[src/rtl/alu_16bit.sv]
// Registered 16-bit CR16-style integer ALU: result and condition flags are
// computed combinationally and captured together, one cycle of latency.
module alu_16bit (
  input  logic        clk,
  input  logic        reset_n,
  input  logic [15:0] A,
  input  logic [15:0] B,
  input  logic [7:0]  Opcode,
  input  logic        carryIn,
  output logic [15:0] C,
  output logic [4:0]  Flags
);

  logic [15:0] c_q, c_d;
  logic [4:0]  flags_q, flags_d;

  logic [15:0] r;
  logic        cf, ff, lf, nf, zf;
  logic        known, is_cmp;
  logic        cin_use;
  logic [16:0] sum, diff;
  logic [15:0] neg_b;

  always_comb begin
    r       = '0;
    cf      = 1'b0;
    ff      = 1'b0;
    lf      = 1'b0;
    nf      = 1'b0;
    zf      = 1'b0;
    known   = 1'b1;
    is_cmp  = 1'b0;
    cin_use = 1'b0;
    neg_b   = 16'h0000 - B;

    // Only the carry variants pull carryIn into the adder.
    unique case (Opcode)
      8'h07, 8'h70, 8'h04, 8'h40: cin_use = carryIn;
      default:                    cin_use = 1'b0;
    endcase
    sum  = {1'b0, A} + {1'b0, B} + {16'h0000, cin_use};
    diff = {1'b0, A} - {1'b0, B};

    case (Opcode)
      8'h05, 8'h50, 8'h07, 8'h70: begin
        r  = sum[15:0];
        cf = sum[16];
        ff = (A[15] == B[15]) && (sum[15] != A[15]);
      end
      8'h06, 8'h60, 8'h04, 8'h40: begin
        r  = sum[15:0];
        cf = sum[16];
      end
      8'h09, 8'h90: begin
        r  = diff[15:0];
        cf = diff[16];
        ff = (A[15] != B[15]) && (diff[15] != A[15]);
      end
      8'h0B, 8'hB0: begin
        r      = A;
        is_cmp = 1'b1;
      end
      8'h01, 8'h10: r = A & B;
      8'h02, 8'h20: r = A | B;
      8'h03, 8'h30: r = A ^ B;
      8'h0D, 8'hD0: r = B;
      // B is a signed count; negative counts shift right logically.
      8'h84, 8'h80: r = B[15] ? (A >> neg_b[3:0]) : (A << B[3:0]);
      8'hF0:        r = {B[7:0], 8'h00};
      default:      known = 1'b0;
    endcase

    if (is_cmp) begin
      zf = (A == B);
      lf = (A < B);
      nf = ($signed(A) < $signed(B));
    end else if (known) begin
      zf = (r == 16'h0000);
      nf = r[15];
    end
  end

  assign c_d     = r;
  assign flags_d = {zf, cf, ff, lf, nf};

  always_ff @(posedge clk) begin
    if (!reset_n) begin
      c_q     <= '0;
      flags_q <= '0;
    end else begin
      c_q     <= c_d;
      flags_q <= flags_d;
    end
  end

  assign C     = c_q;
  assign Flags = flags_q;

endmodule

[config.mk]
export PLATFORM = sky130hd
export DESIGN_NAME = alu_16bit
export DESIGN_NICKNAME = d
export VERILOG_FILES = /design/src/rtl/alu_16bit.sv
export SDC_FILE = /design/constraint.sdc
export NUM_CORES = 1
export LEC_CHECK = 0
export ABC_AREA = 1
export BUFFER_PORTS_ARGS = -buffer_cell sky130_fd_sc_hd__buf_4
export CORE_ASPECT_RATIO = 0.8
export CORE_MARGIN = 5
export CORE_UTILIZATION = 54
export CTS_BUF_LIST = sky130_fd_sc_hd__clkbuf_8
export CTS_CLUSTER_SIZE = 28
export DETAILED_ROUTE_END_ITERATION = 16
export PLACE_DENSITY_LB_ADDON = 0.25
export SLEW_MARGIN = 30
export SYNTH_ARGS = -nofsm -noshare
export SYNTH_HDL_FRONTEND = slang
export SYNTH_SLANG_ARGS = --single-unit
[constraint.sdc]
create_clock -name clk -period 3.4 [get_ports clk]
set_input_delay 1.02 -clock clk [delete_from_list [all_inputs] [get_ports clk]]
set_output_delay 1.02 -clock clk [all_outputs]
set_load 0.01 [all_outputs]
==> key figures, run 1 <==
Status
  – Status: finished, violations left
  – Failing checks: negative setup slack

GRT
  – GRT overflow: 0
  – First-pass GRT wire length: 34,200 µm
  – Largest net degree at the start of global routing: 24
  – Vias in the first global route: 6,600
  – Initial antenna violation count: 0
  – Gr usage total: 34.9%

Clocking
  – Root Driver: clkbuf_8
  – Clk sink count: 21
  – CTS max path bufs: 2
  – Clock transition at the registers of the reported paths: 0.08 ns
  – H-Tree Depth: 1
  – # hold bufs at CTS: 0
  – CTS buffer count: 3
  – CTS tree: built

Yosys
  – Top cells by area, synth: nand2_1, nand3_1, ha_1
  – Avg Cell Area, Syn: 5.09 µm²
  – Yosys Warn Count: 0
  – Syn_nets: 1,194
  – Synth Cell Area: 5590 µm²
  – Synth Register Bits: 21
  – Post-Syn Instances: 1,098
  – Distinct cells, synth: 37
  – Area share of the largest cell type after synthesis: 26.6%
  – Seq/Total Area, Yosys: 7.53%
  – Yosys top cell by area: nand2_1

Timing
  – Slew Limit Fails: 0
  – Min cycle time layout: 3.47 ns
  – Period utilization: 102%
  – Final Hold Fails: 0
  – Max Clk Rate: 288 MHz
  – Setup TNS: -0.0666 ns
  – Worst-margin pin slew: 0.769 ns
  – RSZ-0062 raised after global routing: true
  – Relative slew slack: 48.5%
  – # setup viols final: 1
  – Setup ws final: -0.0666 ns

Critical path
  – Critical Path End Type: register
  – Crit path buffers/inverters: 5
  – Worst path required time: 3.61 ns
  – Critical path class: primary input to register
  – Slowest cell on the critical path: fa_2
  – Arr. time, crit path: 3.67 ns
  – Crit Path Max Fanout: 4
  – CP startpoint kind: primary input
  – CP peak stage delay: 0.37 ns
  – CP top delay family: simple AND/OR/NAND/NOR gates
  – Crit path from: Opcode[1]

Layout
  – Most frequent cells in the layout: nand2_1, nand3_1, buf_4
  – Footprint of the multi-input gates: 4470 µm²
  – FILL cells: 1,050
  – Leading cell type in the layout, fill and taps excluded: nand2_1
  – Final #Nets: 1,315
  – # diodes: 0
  – Layout area overhead: 23.0%
  – Reg area: 420 µm²
  – Share of cells above drive strength 1: 17.0%

Floorplan
  – Cell row count: 33
  – Initial core utilization: 54.8%
  – Die Ht: 101 µm
  – I/O pin count: 64
  – DIE WIDTH: 124 µm
  – Core footprint: 10,200 µm²
  – Die area: 12,500 µm²

Power and ir drop
  – Static leakage: 3.80 nW
  – VDD IR max: 138 µV
  – PD cells: 188 nW/µm²
  – Final Total Pwr: 1.29 mW

Routing
  – DR pass1 iterations: 6
  – Per-cell routed wire length: 16.4 µm
  – Total number of vias: 7,842
  – Routed wire length: 22,200 µm
  – Remaining DRCs: 0
  – Via density: 5.77
  – Detail Route Antenna Nets: 0
  – Initial DRC count: 1,260

Flow run
  – Max Cap Viol: 0

Min path
  – Min-Delay Path Class: primary input to register
  – Worst Hold Launch: reset_n

Placed design
  – IO Port Bufs: 63
  – GPL Wtd Cong: 1.08
  – Post-DP HPWL: 18,000 µm
## sequential cells by signal, summed over array words and instances (netlist names)
signal / cells
Flags: 5
C: 16
## path summary, 6_finish.rpt
check / to / cells after the start
max: Flags[4]$_SDFF_PN0_ / 26
min: C[1]$_SDFF_PN0_ / 3
## area by class of cell
| cell class | count | share of cell area [%] |
|---|---|---|
| clock inverter | 1 | 0.0728 |
| multi-input combinational | 892 | 65.1 |
| inverter | 147 | 8.14 |
| sequential | 21 | 6.12 |
| tap | 140 | 2.55 |
| timing repair buffer | 154 | 17.4 |
| clock buffer | 3 | 0.601 |
## kinds of logic after synthesis
logic type / Yosys count / share of synthesized area, %
xor gates and xnor gates: 5 / 0.918
adders and majority gates: 53 / 12.3
and+or+nand+nor: 747 / 56.1
DFF: 21 / 7.53
buffers and inverters: 185 / 14.4
AOI/OAI and AO/OA: 87 / 8.80
## repair_timing
item,CTS,global route
pin swaps,2,22
setup endpoints to repair,1,12
gates resized for setup,2,38
setup buffers,0,3
## synth_stat cells
cell type	n
a21oi_1	32
clkbuf_1	5
a211oi_1	1
o21ai_0	26
nor3_1	6
clkbuf_2	1
xnor2_2	1
nor2_1	134
buf_2	18
o21bai_1	4
nor4_1	2
inv_4	1
inv_1	143
clkinv_1	1
dfxtp_1	21
and2_1	2
fa_1	3
a21boi_0	1
a31oi_1	5
nand2_2	8
o22ai_1	1
nand3b_1	1
ha_1	50
o211ai_1	11
xor2_1	4
or2_2	1
buf_6	8
buf_4	6
a21o_1	1
o21ai_1	4
inv_2	2
nand3_1	174
a2111oi_0	1
nand2_1	396
nor2_2	2
nand2_4	2
nand4_1	19
## metal layers
layer / track usage, % / routed length (µm) / vias up
met5: 0 / 0 / -
met4: 11.0 / 949 / 0
met3: 8.64 / 3420 / 92
met2: 48.9 / 8630 / 633
met1: 51.5 / 9220 / 3406
li1: - / - / 3711
## through the flow
step / instance area [µm²] / hold WS (ns) / std cells / utilization [%] / setup WS (ns)
floorplan: 5610 / 1.12 / 1098 / - / 0.0124
global placement: 6680 / 1.26 / 1351 / 65.5 / -0.251
detailed placement: 6690 / 1.26 / 1351 / 65.6 / -0.319
CTS: 6740 / 0.993 / 1355 / 66.1 / 0.00388
global route: 6870 / 1.00 / 1358 / 67.4 / -0.317
finish: 6870 / 0.984 / 1358 / 67.4 / -0.0666
## worst min-delay path, cell delays in order
cell and delay [ns]:
buf_4 0.12, nand2_1 0.05, inv_1 0.04
## power by group
part	internal, mW	switching (mW)	total (mW)
Clock	0.0819	0.0836	0.166
Sequential	0.251	0.00157	0.253
Combinational	0.316	0.555	0.872
No activity file was read; power rests on OpenSTA's default activity.
==> run 2: changes to the inputs <==
- CAP_MARGIN: not set -> 0
- PLACE_DENSITY: not set -> 0.78
- PLACE_DENSITY_LB_ADDON: 0.25 -> not set
==> key figures, run 2 (synthesized netlist as in run 1, its figures left out) <==
Status
  – Status: finished clean

Clocking
  – H-Tree Depth: 1
  – # hold bufs at CTS: 0
  – CTS max path bufs: 2
  – Clk sink count: 21
  – CTS buffer count: 3
  – Clock transition at the registers of the reported paths: 0.07 ns
  – Root Driver: clkbuf_8
  – CTS tree: built

Min path
  – Min-Delay Path Class: primary input to register

Layout
  – Most frequent cells in the layout: nand2_1, nand3_1, buf_4
  – Layout area overhead: 24.7%
  – FILL cells: 1,001
  – Finished Layout Cells: 1,365
  – Number of flip-flops under the largest register name: 16
  – Post-layout utilization of the core: 68.3%
  – Share of cells above drive strength 1: 18.3%
  – # diodes: 0
  – Leading cell type in the layout, fill and taps excluded: nand2_1
  – Final #Nets: 1,322

Critical path
  – Arr. time, crit path: 3.59 ns
  – Critical path class: primary input to register
  – CP peak stage delay: 0.35 ns
  – Worst path required time: 3.59 ns
  – Slowest cell on the critical path: fa_2
  – CP startpoint kind: primary input
  – Critical Path End Type: register
  – Crit Path Max Fanout: 5
  – Cell mode on critical path: nand2_1

Power and ir drop
  – Final Total Pwr: 1.30 mW
  – PD cells: 186 nW/µm²
  – VDD IR max: 132 µV
  – Static leakage: 3.83 nW

Floorplan
  – Cell row count: 33
  – I/O pin count: 64
  – DIE WIDTH: 124 µm
  – Core footprint: 10,200 µm²
  – Initial core utilization: 54.8%
  – Die area: 12,500 µm²
  – Die Ht: 101 µm

GRT
  – GRT overflow: 0
  – Initial antenna violation count: 0
  – Largest net degree at the start of global routing: 24
  – First-pass GRT wire length: 34,900 µm
  – Gr usage total: 35.4%
  – Vias in the first global route: 6,586

Routing
  – Routed wire length: 22,700 µm
  – Initial DRC count: 1,198
  – Total number of vias: 7,658
  – Per-cell routed wire length: 16.6 µm
  – Remaining DRCs: 0
  – DR pass1 iterations: 6
  – Via density: 5.61
  – Detail Route Antenna Nets: 0

Placed design
  – GPL Wtd Cong: 1.09
  – IO Port Bufs: 63
  – Post-DP HPWL: 18,300 µm
  – Inst Count DP: 1,355

Timing
  – Worst-margin pin slew: 0.870 ns
  – RSZ-0062 raised after global routing: true
  – Final Hold Fails: 0
  – Slew Limit Fails: 0
  – Period utilization: 100%
  – # setup viols final: 0
  – Min cycle time layout: 3.40 ns
  – Max Clk Rate: 294 MHz
  – Relative slew slack: 41.8%
  – Setup TNS: 0 ns

Flow run
  – Max Cap Viol: 0
run 2: cell count changes in the layout (fill, tap and decap cells not counted), sizes merged:
cell	change
clkinvlp	+1
buf	+7
clkinv	-1
run 2: timing repair:
action                                  in CTS  in global routing
endpoints found under the setup margin       1                 13
pin swaps                                   10                 27
resized for setup                           10                 45
setup buffers                                3                  5
cloned                                       0                  0
run 2: metal layers:
metal	up-vias	track usage, %	routed length [µm]	part of all wire [%]
li1	3736	-	-	-
met4	0	9.36	711	3.1
met5	-	0	0	0
met3	63	8.53	3350	15
met1	3319	52.8	9760	43
met2	540	50.3	8890	39
run 2: layout make-up:
class                      count  area (µm²)  area share (%)
clock buffer                   3        41.3           0.593
clock inverter                 1        3.75          0.0539
inverter                     147         561            8.05
multi-input combinational    892        4500            64.6
sequential                    21         420            6.04
tap                          140         175            2.52
timing repair buffer         161        1260            18.1
run 2: worst paths after layout:
check             startpoint             endpoint  slack (ns)  cells after the start
setup / recovery   Opcode[7]  Flags[4]$_SDFF_PN0_       0.001                     26
hold / removal       reset_n      C[2]$_SDFF_PN0_        1.00                      3
run 2: power by group:
part           switching [mW]  internal [mW]
clock                  0.0755         0.0803
combinational           0.562          0.325
sequential            0.00164          0.251
total                   0.639          0.657
run 2: worst max-delay path, delay by kind of cell:
kind                       cells  cell delay [ns]
AOI/OAI and AO/OA              2             0.27
adders and majority gates      2             0.59
buffers and inverters          6             0.36
and+or+nand+nor               16             1.35
run 2: stage by stage:
stage | worst slack (ns) | area, µm² | hold WS, ns
after floorplan | 0.0124 | 5610 | 1.12
after global placement | -0.238 | 6710 | 1.25
after detailed placement | -0.373 | 6710 | 1.26
after CTS | 0.00146 | 6800 | 0.999
after global routing | -0.184 | 6960 | 1.03
final | 0.00113 | 6960 | 1.00
